$ cat src/rtl/shift_pkg.sv
// Shared definitions for the JK-cell universal shift register.
//   shift_mode_e : 3-bit operation select presented on the mode port
//   is_shift()   : true for the modes that advance the shift counter
package shift_pkg;

  typedef enum logic [2:0] {
    M_HOLD   = 3'd0,
    M_SHR    = 3'd1,
    M_SHL    = 3'd2,
    M_LOAD   = 3'd3,
    M_ROTR   = 3'd4,
    M_ROTL   = 3'd5,
    M_CLEAR  = 3'd6,
    M_INVERT = 3'd7
  } shift_mode_e;

  localparam int NUM_MODES = 8;

  // Shifts and rotates are the operations that count toward a frame.
  function automatic logic is_shift(shift_mode_e m);
    return (m == M_SHR) || (m == M_SHL) || (m == M_ROTR) || (m == M_ROTL);
  endfunction

endpackage

$ cat src/rtl/jkff_cell.sv
// Single JK flip-flop, falling-edge clocked.
//   clk   : clock (state changes on the falling edge)
//   reset : synchronous active-high, forces q to 0
//   j, k  : 00 hold, 01 clear, 10 set, 11 toggle
//   q     : stored bit
module jkff_cell (
  input  logic clk,
  input  logic reset,
  input  logic j,
  input  logic k,
  output logic q
);

  logic r_q;

  always_ff @(negedge clk) begin
    if (reset) begin
      r_q <= 1'b0;
    end else begin
      case ({j, k})
        2'b01:   r_q <= 1'b0;
        2'b10:   r_q <= 1'b1;
        2'b11:   r_q <= ~r_q;
        default: r_q <= r_q;
      endcase
    end
  end

  assign q = r_q;

endmodule

$ cat src/rtl/jk_univ_shift_reg.sv
// Universal shift register built from WIDTH JK cells, falling-edge clocked.
//   clk, reset           : clock / synchronous active-high reset
//   mode                 : shift_mode_e operation, sampled every falling edge
//   ser_in_r / ser_in_l  : serial inputs entering q[WIDTH-1] (SHR) / q[0] (SHL)
//   par_in               : parallel load data
//   q                    : register contents
//   ser_out_r/ser_out_l  : q[0] / q[WIDTH-1], combinational
//   shift_cnt            : shifts since reset/LOAD/CLEAR, saturates at WIDTH
//   full                 : shift_cnt == WIDTH, registered
//   frame_done           : one-cycle pulse when shift_cnt reaches WIDTH
module jk_univ_shift_reg
  import shift_pkg::*;
#(
  parameter  int WIDTH = 8,
  localparam int CNT_W = $clog2(WIDTH + 1)
) (
  input  logic             clk,
  input  logic             reset,
  input  logic [2:0]       mode,
  input  logic             ser_in_r,
  input  logic             ser_in_l,
  input  logic [WIDTH-1:0] par_in,
  output logic [WIDTH-1:0] q,
  output logic             ser_out_r,
  output logic             ser_out_l,
  output logic [CNT_W-1:0] shift_cnt,
  output logic             full,
  output logic             frame_done
);

  localparam logic [CNT_W-1:0] CNT_MAX  = CNT_W'(WIDTH);
  localparam logic [CNT_W-1:0] CNT_LAST = CNT_W'(WIDTH - 1);
  localparam logic [CNT_W-1:0] CNT_ONE  = CNT_W'(1);

  shift_mode_e      w_mode;
  logic [WIDTH-1:0] w_q;
  logic [WIDTH-1:0] w_next;
  logic [WIDTH-1:0] w_j;
  logic [WIDTH-1:0] w_k;

  logic [CNT_W-1:0] r_cnt;
  logic             r_full;
  logic             r_frame_done;

  assign w_mode = shift_mode_e'(mode);

  // Next-state for data modes, then steering onto J/K. HOLD and INVERT
  // bypass the next-state value and use the cells' native hold/toggle.
  always_comb begin
    w_next = w_q;
    case (w_mode)
      M_SHR:   w_next = {ser_in_r, w_q[WIDTH-1:1]};
      M_SHL:   w_next = {w_q[WIDTH-2:0], ser_in_l};
      M_LOAD:  w_next = par_in;
      M_ROTR:  w_next = {w_q[0], w_q[WIDTH-1:1]};
      M_ROTL:  w_next = {w_q[WIDTH-2:0], w_q[WIDTH-1]};
      M_CLEAR: w_next = '0;
      default: w_next = w_q;
    endcase

    w_j = w_next;
    w_k = ~w_next;
    case (w_mode)
      M_HOLD: begin
        w_j = '0;
        w_k = '0;
      end
      M_INVERT: begin
        w_j = '1;
        w_k = '1;
      end
      default: ;
    endcase
  end

  for (genvar g = 0; g < WIDTH; g++) begin : g_cell
    jkff_cell u_cell (
      .clk  (clk),
      .reset(reset),
      .j    (w_j[g]),
      .k    (w_k[g]),
      .q    (w_q[g])
    );
  end

  // Frame counter. full and frame_done are registered alongside the count
  // so all three change on the same edge as q.
  always_ff @(negedge clk) begin
    if (reset) begin
      r_cnt        <= '0;
      r_full       <= 1'b0;
      r_frame_done <= 1'b0;
    end else begin
      r_frame_done <= 1'b0;
      if (w_mode == M_LOAD || w_mode == M_CLEAR) begin
        r_cnt  <= '0;
        r_full <= 1'b0;
      end else if (is_shift(w_mode) && r_cnt != CNT_MAX) begin
        r_cnt        <= r_cnt + CNT_ONE;
        r_full       <= (r_cnt == CNT_LAST);
        r_frame_done <= (r_cnt == CNT_LAST);
      end
    end
  end

  assign q          = w_q;
  assign ser_out_r  = w_q[0];
  assign ser_out_l  = w_q[WIDTH-1];
  assign shift_cnt  = r_cnt;
  assign full       = r_full;
  assign frame_done = r_frame_done;

endmodule
$ cat config.mk
export PLATFORM = sky130hd
export DESIGN_NAME = jk_univ_shift_reg
export DESIGN_NICKNAME = d
export VERILOG_FILES = /design/src/rtl/shift_pkg.sv /design/src/rtl/jkff_cell.sv /design/src/rtl/jk_univ_shift_reg.sv
export SDC_FILE = /design/constraint.sdc
export NUM_CORES = 1
export LEC_CHECK = 0
export CORE_MARGIN = 3
export CORE_UTILIZATION = 47
export CTS_CLUSTER_SIZE = 20
export DETAILED_ROUTE_END_ITERATION = 12
export GPL_ROUTABILITY_DRIVEN = 0
export GPL_TIMING_DRIVEN = 0
export PLACE_DENSITY = 0.88
export REMOVE_ABC_BUFFERS = 1
export SYNTH_ARGS = -nofsm -noshare
export SYNTH_HDL_FRONTEND = slang
export SYNTH_SLANG_ARGS = --single-unit
$ cat constraint.sdc
create_clock -name clk -period 2.18 [get_ports clk]
set_clock_uncertainty 0.15 [all_clocks]
set_input_delay 0.436 -clock clk [delete_from_list [all_inputs] [get_ports clk]]
set_output_delay 0.436 -clock clk [all_outputs]
set_load 0.05 [all_outputs]
==> results.md, run 1 <==
Status:
- The flow did not finish.
- The flow stopped in global routing.
- The first error in the log reads "[ERROR DPL-0038] Utilization greater than 100%, impossible to legalize".

CTS:
- For this design, the CTS-stage hold fixing added 0 buffers.
- The count of H-tree levels built during CTS is 1.
- The number of clock sinks is 14.
- No sink is reached through more buffers than the 2 on the longest clock path.
- Buffers inserted during clock tree synthesis total 3.
- The buffer cell driving the clock tree root is sky130_fd_sc_hd__clkbuf_4.

Synth:
- Among all flip-flop cells after synthesis, the most frequent one is sky130_fd_sc_hd__dfxtp_1.
- The yosys synthesis warning count is 0.
- The share of flip-flops with an asynchronous set or reset is 0%.
- In the synthesized netlist, the number of instances is 130.
- The netlist uses 44 different library cells.
- The number of synthesized flops with an enable pin is 0.
- The synthesized area is between 1000 and 1500 sq um.
- The area share of the leading cell type in the synthesized netlist is 25.8%.
- Of all cell types, the one taking the most synthesized area is sky130_fd_sc_hd__dfxtp_1.
- In the post-synthesis netlist, the biggest area contributors are sky130_fd_sc_hd__dfxtp_1 26%, sky130_fd_sc_hd__buf_4 8.3%, sky130_fd_sc_hd__mux2_1 5.2%, sky130_fd_sc_hd__nor2b_1 5.2%, sky130_fd_sc_hd__a221oi_1 4.0%.
- The post-synthesis sequential area ratio is 25.8%.
- Counting flops and latches in the post-synthesis netlist gives 14.
- The per-instance average area after synthesis is between 8 and 9 sq um.

Global routing:
- Entering global routing, the biggest net connects 15 pins.

Placed design:
- Once detailed placement completed, the half-perimeter wirelength came to 1750 microns.
- During placement, the flow inserted port buffers numbering 30.

Floorplan:
- The number of rows in the core area is 16.
- The die is 54.1 microns wide.
- For this configuration, the core starts out at a cell density of between 50% and 60%.
- 31 I/O pins were placed.
- The vertical die dimension is about 54 microns.

STA:
- The worst-path endpoint category is an output port.
- The worst endpoint after global-route timing repair is q[4].
cell families after synthesis:
group	share of synthesized area, %
compound gates	26.5
xor+xnor	3.22
fa+ha+maj	2.30
buf+inv	12.9
flops	25.8
mux	7.02
simple gates	22.3
cell usage after synthesis (2+ instances only):
library cell,count
sky130_fd_sc_hd__a21oi_1,5
sky130_fd_sc_hd__a221oi_1,5
sky130_fd_sc_hd__a31o_1,4
sky130_fd_sc_hd__buf_2,4
sky130_fd_sc_hd__buf_4,12
sky130_fd_sc_hd__dfxtp_1,14
sky130_fd_sc_hd__ha_1,2
sky130_fd_sc_hd__inv_1,3
sky130_fd_sc_hd__mux2_1,5
sky130_fd_sc_hd__mux2i_1,2
sky130_fd_sc_hd__nand2_1,10
sky130_fd_sc_hd__nand2b_1,3
sky130_fd_sc_hd__nand3b_1,2
sky130_fd_sc_hd__nor2_1,10
sky130_fd_sc_hd__nor2b_1,9
sky130_fd_sc_hd__nor4_1,2
sky130_fd_sc_hd__o21a_1,2
sky130_fd_sc_hd__o21ai_1,6
sky130_fd_sc_hd__o2bb2ai_1,2
sky130_fd_sc_hd__or2_1,2
sky130_fd_sc_hd__xor2_1,3
through the flow:
stage / setup WS, ns / area [sq um] / utilization [%] / cells / hold WS [ns]
CTS: -0.374 / 1950 / 93.9 / 212 / 0.338
detailed placement: -1.94 / 1290 / 62.1 / 168 / 0.344
global placement: -1.91 / 1290 / 62.1 / 168 / 0.313
floorplan: -0.563 / 958 / - / 111 / 0.541
what timing repair did:
| item | CTS |
|---|---|
| setup buffers | 23 |
| gates cloned | 4 |
| gates resized for setup | 220 |
| setup endpoints to repair | 30 |
| pin swaps | 25 |
| endpoints found under the hold margin | 0 |
==> inputs of run 2 (changes only) <==
CORE_AREA = 3 3 64 66   (was not set)
CORE_MARGIN = not set   (was 3)
CORE_UTILIZATION = not set   (was 47)
CTS_CLUSTER_SIZE = not set   (was 20)
DIE_AREA = 0 0 67 69   (was not set)
PLACE_DENSITY = not set   (was 0.88)
PLACE_DENSITY_LB_ADDON = 0.15   (was not set)
==> results.md, run 2 <==
Critical path:
- By startpoint and endpoint, the worst setup path is classified as flip-flop to primary output.
- The largest single stage delay on the critical path is 0.36 ns.
- The slowest stage of the critical path is the sky130_fd_sc_hd__dfxtp_4 cell.
- The endpoint arrival time on the critical path is 1.93 ns.
- The number of cell instances on the worst register-to-register path is 5.
- Together, buffers and inverters on the worst path number 1.
- Across all register-to-register paths, the minimum setup slack is 0.60 ns.
- STA classifies the critical path startpoint as a flip-flop.
- Of all nets on the critical path, the largest fanout is 3.
- The kind of cell with the highest combined delay on the critical path is flip-flops.
- The worst flop-to-flop path startpoint is g_cell[4].u_cell.q.
- For the worst setup path, the data required time is between 1.5 and 2 ns.
- Walking the worst path, the cells encountered are buf_8.
- The worst setup path is captured at a primary output.
- The endpoint identified for the worst register-to-register timing path is g_cell[3].u_cell.q.

Detailed routing:
- Detailed routing inserted a total of 1,258 vias.
- The post-detailed-route DRC marker count is 0.
- The remaining number of nets flagged by the antenna check after routing is 0.
- Dividing the detail-routed wire length by the instance count gives approximately 16 microns.
- For this run, the detailed router's first-pass iteration total came to 4.
- Dividing the detail-routed via count by the number of cells gives 5.18.
- Wires add up to 3910 microns.
- For this block, the initial DRC count from the detailed router was 74.

Hold path:
- The worst hold path terminates at full.
- The worst hold path class is flip-flop to flip-flop.
- The worst hold path passes through 3 cells.
- In this run the most critical hold path is launched from full.

Power:
- The analysis attributes to cell leakage a power of ~0.00097 uW.
- The power per unit of standard cell area is 487 nW/um^2.
- The total power is around 1100 uW.
- Across the VDD grid, the largest voltage drop is between 200 and 300 uV.

Layout:
- The library cell used most frequently in the layout, excluding fill and tap cells, is sky130_fd_sc_hd__buf_4.
- Once layout is done, the placed cells without fillers occupy 2160 sq um.
- The area taken by flip-flops and latches is 325 sq um.
- After the last flow step, the layout net total stands at ~210.
- 0 antenna diodes ended up in the layout.
- The footprint of the multi-input gates is slightly above 800 sq um.
- The number of flip-flops in the largest register is 8.
- The fraction of layout instances using a drive strength above 1 is 54.9%.
- The layout overhead on the synthesized area is 98.4%.
- Counting the fill cells in the layout gives 335.
- In the layout the commonest cells are 23 x sky130_fd_sc_hd__buf_4, 16 x sky130_fd_sc_hd__inv_1, 16 x sky130_fd_sc_hd__buf_8.

Synth:
- The area share of the leading cell type in the synthesized netlist was 25.8% (unchanged).
- The cell taking the most area after synthesis is sky130_fd_sc_hd__dfxtp_1 (unchanged).
- The post-synthesis cell type count is 44 (unchanged).
- Top cells by area, synth: sky130_fd_sc_hd__dfxtp_1 26%, sky130_fd_sc_hd__buf_4 8.3%, sky130_fd_sc_hd__mux2_1 5.2%, sky130_fd_sc_hd__nor2b_1 5.2%, sky130_fd_sc_hd__a221oi_1 4.0% (unchanged).
- The number of synthesized flops with an enable pin was 0 (unchanged).
- The most frequently used flop master after synthesis is sky130_fd_sc_hd__dfxtp_1 (unchanged).
- The per-instance average area after synthesis is 8.36 sq um (unchanged).
- The most common cell in the netlist is sky130_fd_sc_hd__dfxtp_1 (unchanged).
- The post-synthesis sequential area ratio is 25.8% (unchanged).
- Top post-synthesis cells by count: 14 x sky130_fd_sc_hd__dfxtp_1, 12 x sky130_fd_sc_hd__buf_4, 10 x sky130_fd_sc_hd__nand2_1, 10 x sky130_fd_sc_hd__nor2_1, 9 x sky130_fd_sc_hd__nor2b_1 (unchanged).
- The synthesized area is 1090 sq um (unchanged).
- The flip-flop and latch count after synthesis is 14 (unchanged).
- The number of standard cells after synthesis came to 130 (unchanged).
- The yosys synthesis warning count is 0 (unchanged).
- The share of flip-flops with an asynchronous set or reset came to 0% (unchanged).

Floorplan:
- The area of the die is roughly 4600 sq um.
- The vertical die dimension came to 69 microns (was 54.1 microns).
- The initial core utilization is 29.9% (was 52.2%).
- The floorplan step defined a core boundary enclosing 3630 sq um.
- The number of primary I/O pins was 31 (unchanged).
- The number of rows in the core area came to 22 (was 16).
- The width of the chip is 67 microns (was 54.1 microns).

CTS:
- The count of H-tree levels built during CTS is 1 (unchanged).
- The number of clock buffers inserted by TritonCTS is 3 (unchanged).
- TritonCTS built the clock tree.
- For the worst-skew pair, the clock arrives at the later sink with an insertion delay of about 0.33 ns.
- The clock-pin slew of the registers on the worst-case setup and hold paths is 0.04 ns.
- The number of buffers on the longest clock path is 2 (unchanged).
- The buffer cell driving the clock tree root is sky130_fd_sc_hd__clkbuf_8 (was sky130_fd_sc_hd__clkbuf_4).
- The number of clock sinks was 14 (unchanged).

Global routing:
- The sum of overflow across all layers after global routing is 0.
- The via count of the first global-routing pass is 1,378.
- The initial antenna violation count is 0.
- Global routing used 18.1% of the available tracks across all layers.
- The wire length of the first global-routing pass is 6440 microns.
- The maximum number of pins on one net before global-route repair is 15.

Run:
- Across the run, the number of max-cap violations was 0.

STA:
- On the final layout, the worst hold slack is about 0.45 ns.
- The transition time of the tightest slew-check pin is 0.455 ns.
- Across all setup checks in the final design, the least slack found is -0.333 ns.
- Setup violations remaining at the end of the flow were counted as 30.
- Setup repair after global routing could not meet its margin everywhere.
- Measured against its own limit, the worst slew margin works out to 69.7%.
- The final hold violation count is 0.
- The number of max-slew violations in the final report is 0.

Status:
- Result of the run: finished with violations (was aborted with a tool error).
- The final reports fail on negative setup slack.

Placed design:
- The count of input and output buffers was 30 (unchanged).
- The placed wire-length estimate after detailed placement is 1770 microns (was 1750 microns).
- The total cell area at the placement stage is 1320 sq um (was 1290 sq um).
[run 2: worst max path at each step]
stage	startpoint	to	slack (ns)	cells after the start
2_1_floorplan	mode[0]	g_cell[7].u_cell.q	-0.56	4
5_1_grt	g_cell[0].u_cell.q	ser_out_r	-0.39	1
6_report	g_cell[0].u_cell.q	q[0]	-0.33	1
4_1_cts	g_cell[0].u_cell.q	q[0]	-0.35	1
3_3_place_gp	mode[1]	g_cell[7].u_cell.q	-1.98	5
3_5_place_dp	mode[1]	g_cell[7].u_cell.q	-2.02	5
[run 2: metal layers]
layer / share of wire, % / GRT usage (%)
met1: 38 / 19.8
met2: 53 / 29.8
met3: 5.5 / 5.54
met4: 4.2 / 10.4
met5: 0 / 0
[run 2: kinds of logic after synthesis]
kind of cell,synth area share (%)
AO/OA/AOI/OAI,26.5
AND/OR/NAND/NOR,22.3
multiplexers,7.02
XOR/XNOR,3.22
flip-flops,25.8
buffers and inverters,12.9
adder cells (fa/ha/maj),2.30
[run 2: layout make-up]
| class | instances | area share, % |
|---|---|---|
| timing repair buffer | 68 | 39.0 |
| multi-input combinational | 94 | 38.4 |
| sequential | 14 | 15.1 |
| tap | 48 | 2.78 |
| clock inverter | 14 | 2.44 |
| clock buffer | 3 | 1.91 |
| inverter | 2 | 0.348 |
[run 2: metrics by stage]
step / utilization (%) / cells / setup TNS [ns] / setup WS, ns
global placement: 36.3 / 189 / -35.72 / -1.98
floorplan: - / 111 / -8.40 / -0.563
detailed placement: 36.3 / 189 / -36.06 / -2.02
finish: 59.4 / 243 / -8.05 / -0.333
CTS: 56.0 / 239 / -7.54 / -0.345
global route: 59.4 / 243 / -9.18 / -0.389
[run 2: what timing repair did]
action	4_1_cts	5_1_grt
pin swaps	25	22
cloned	4	0
endpoints found under the setup margin	30	30
buffers inserted	30	4
hold buffers	0	0
resized for setup	224	19
[run 2: power by group]
group / leakage (uW) / switching, uW / total [uW] / internal (uW)
combinational: 0.000754 / 202 / 436 / 234
clock: 0.0000961 / 168 / 325 / 157
sequential: 0.000124 / 17.6 / 290 / 272
No activity file was read; power rests on OpenSTA's default activity.
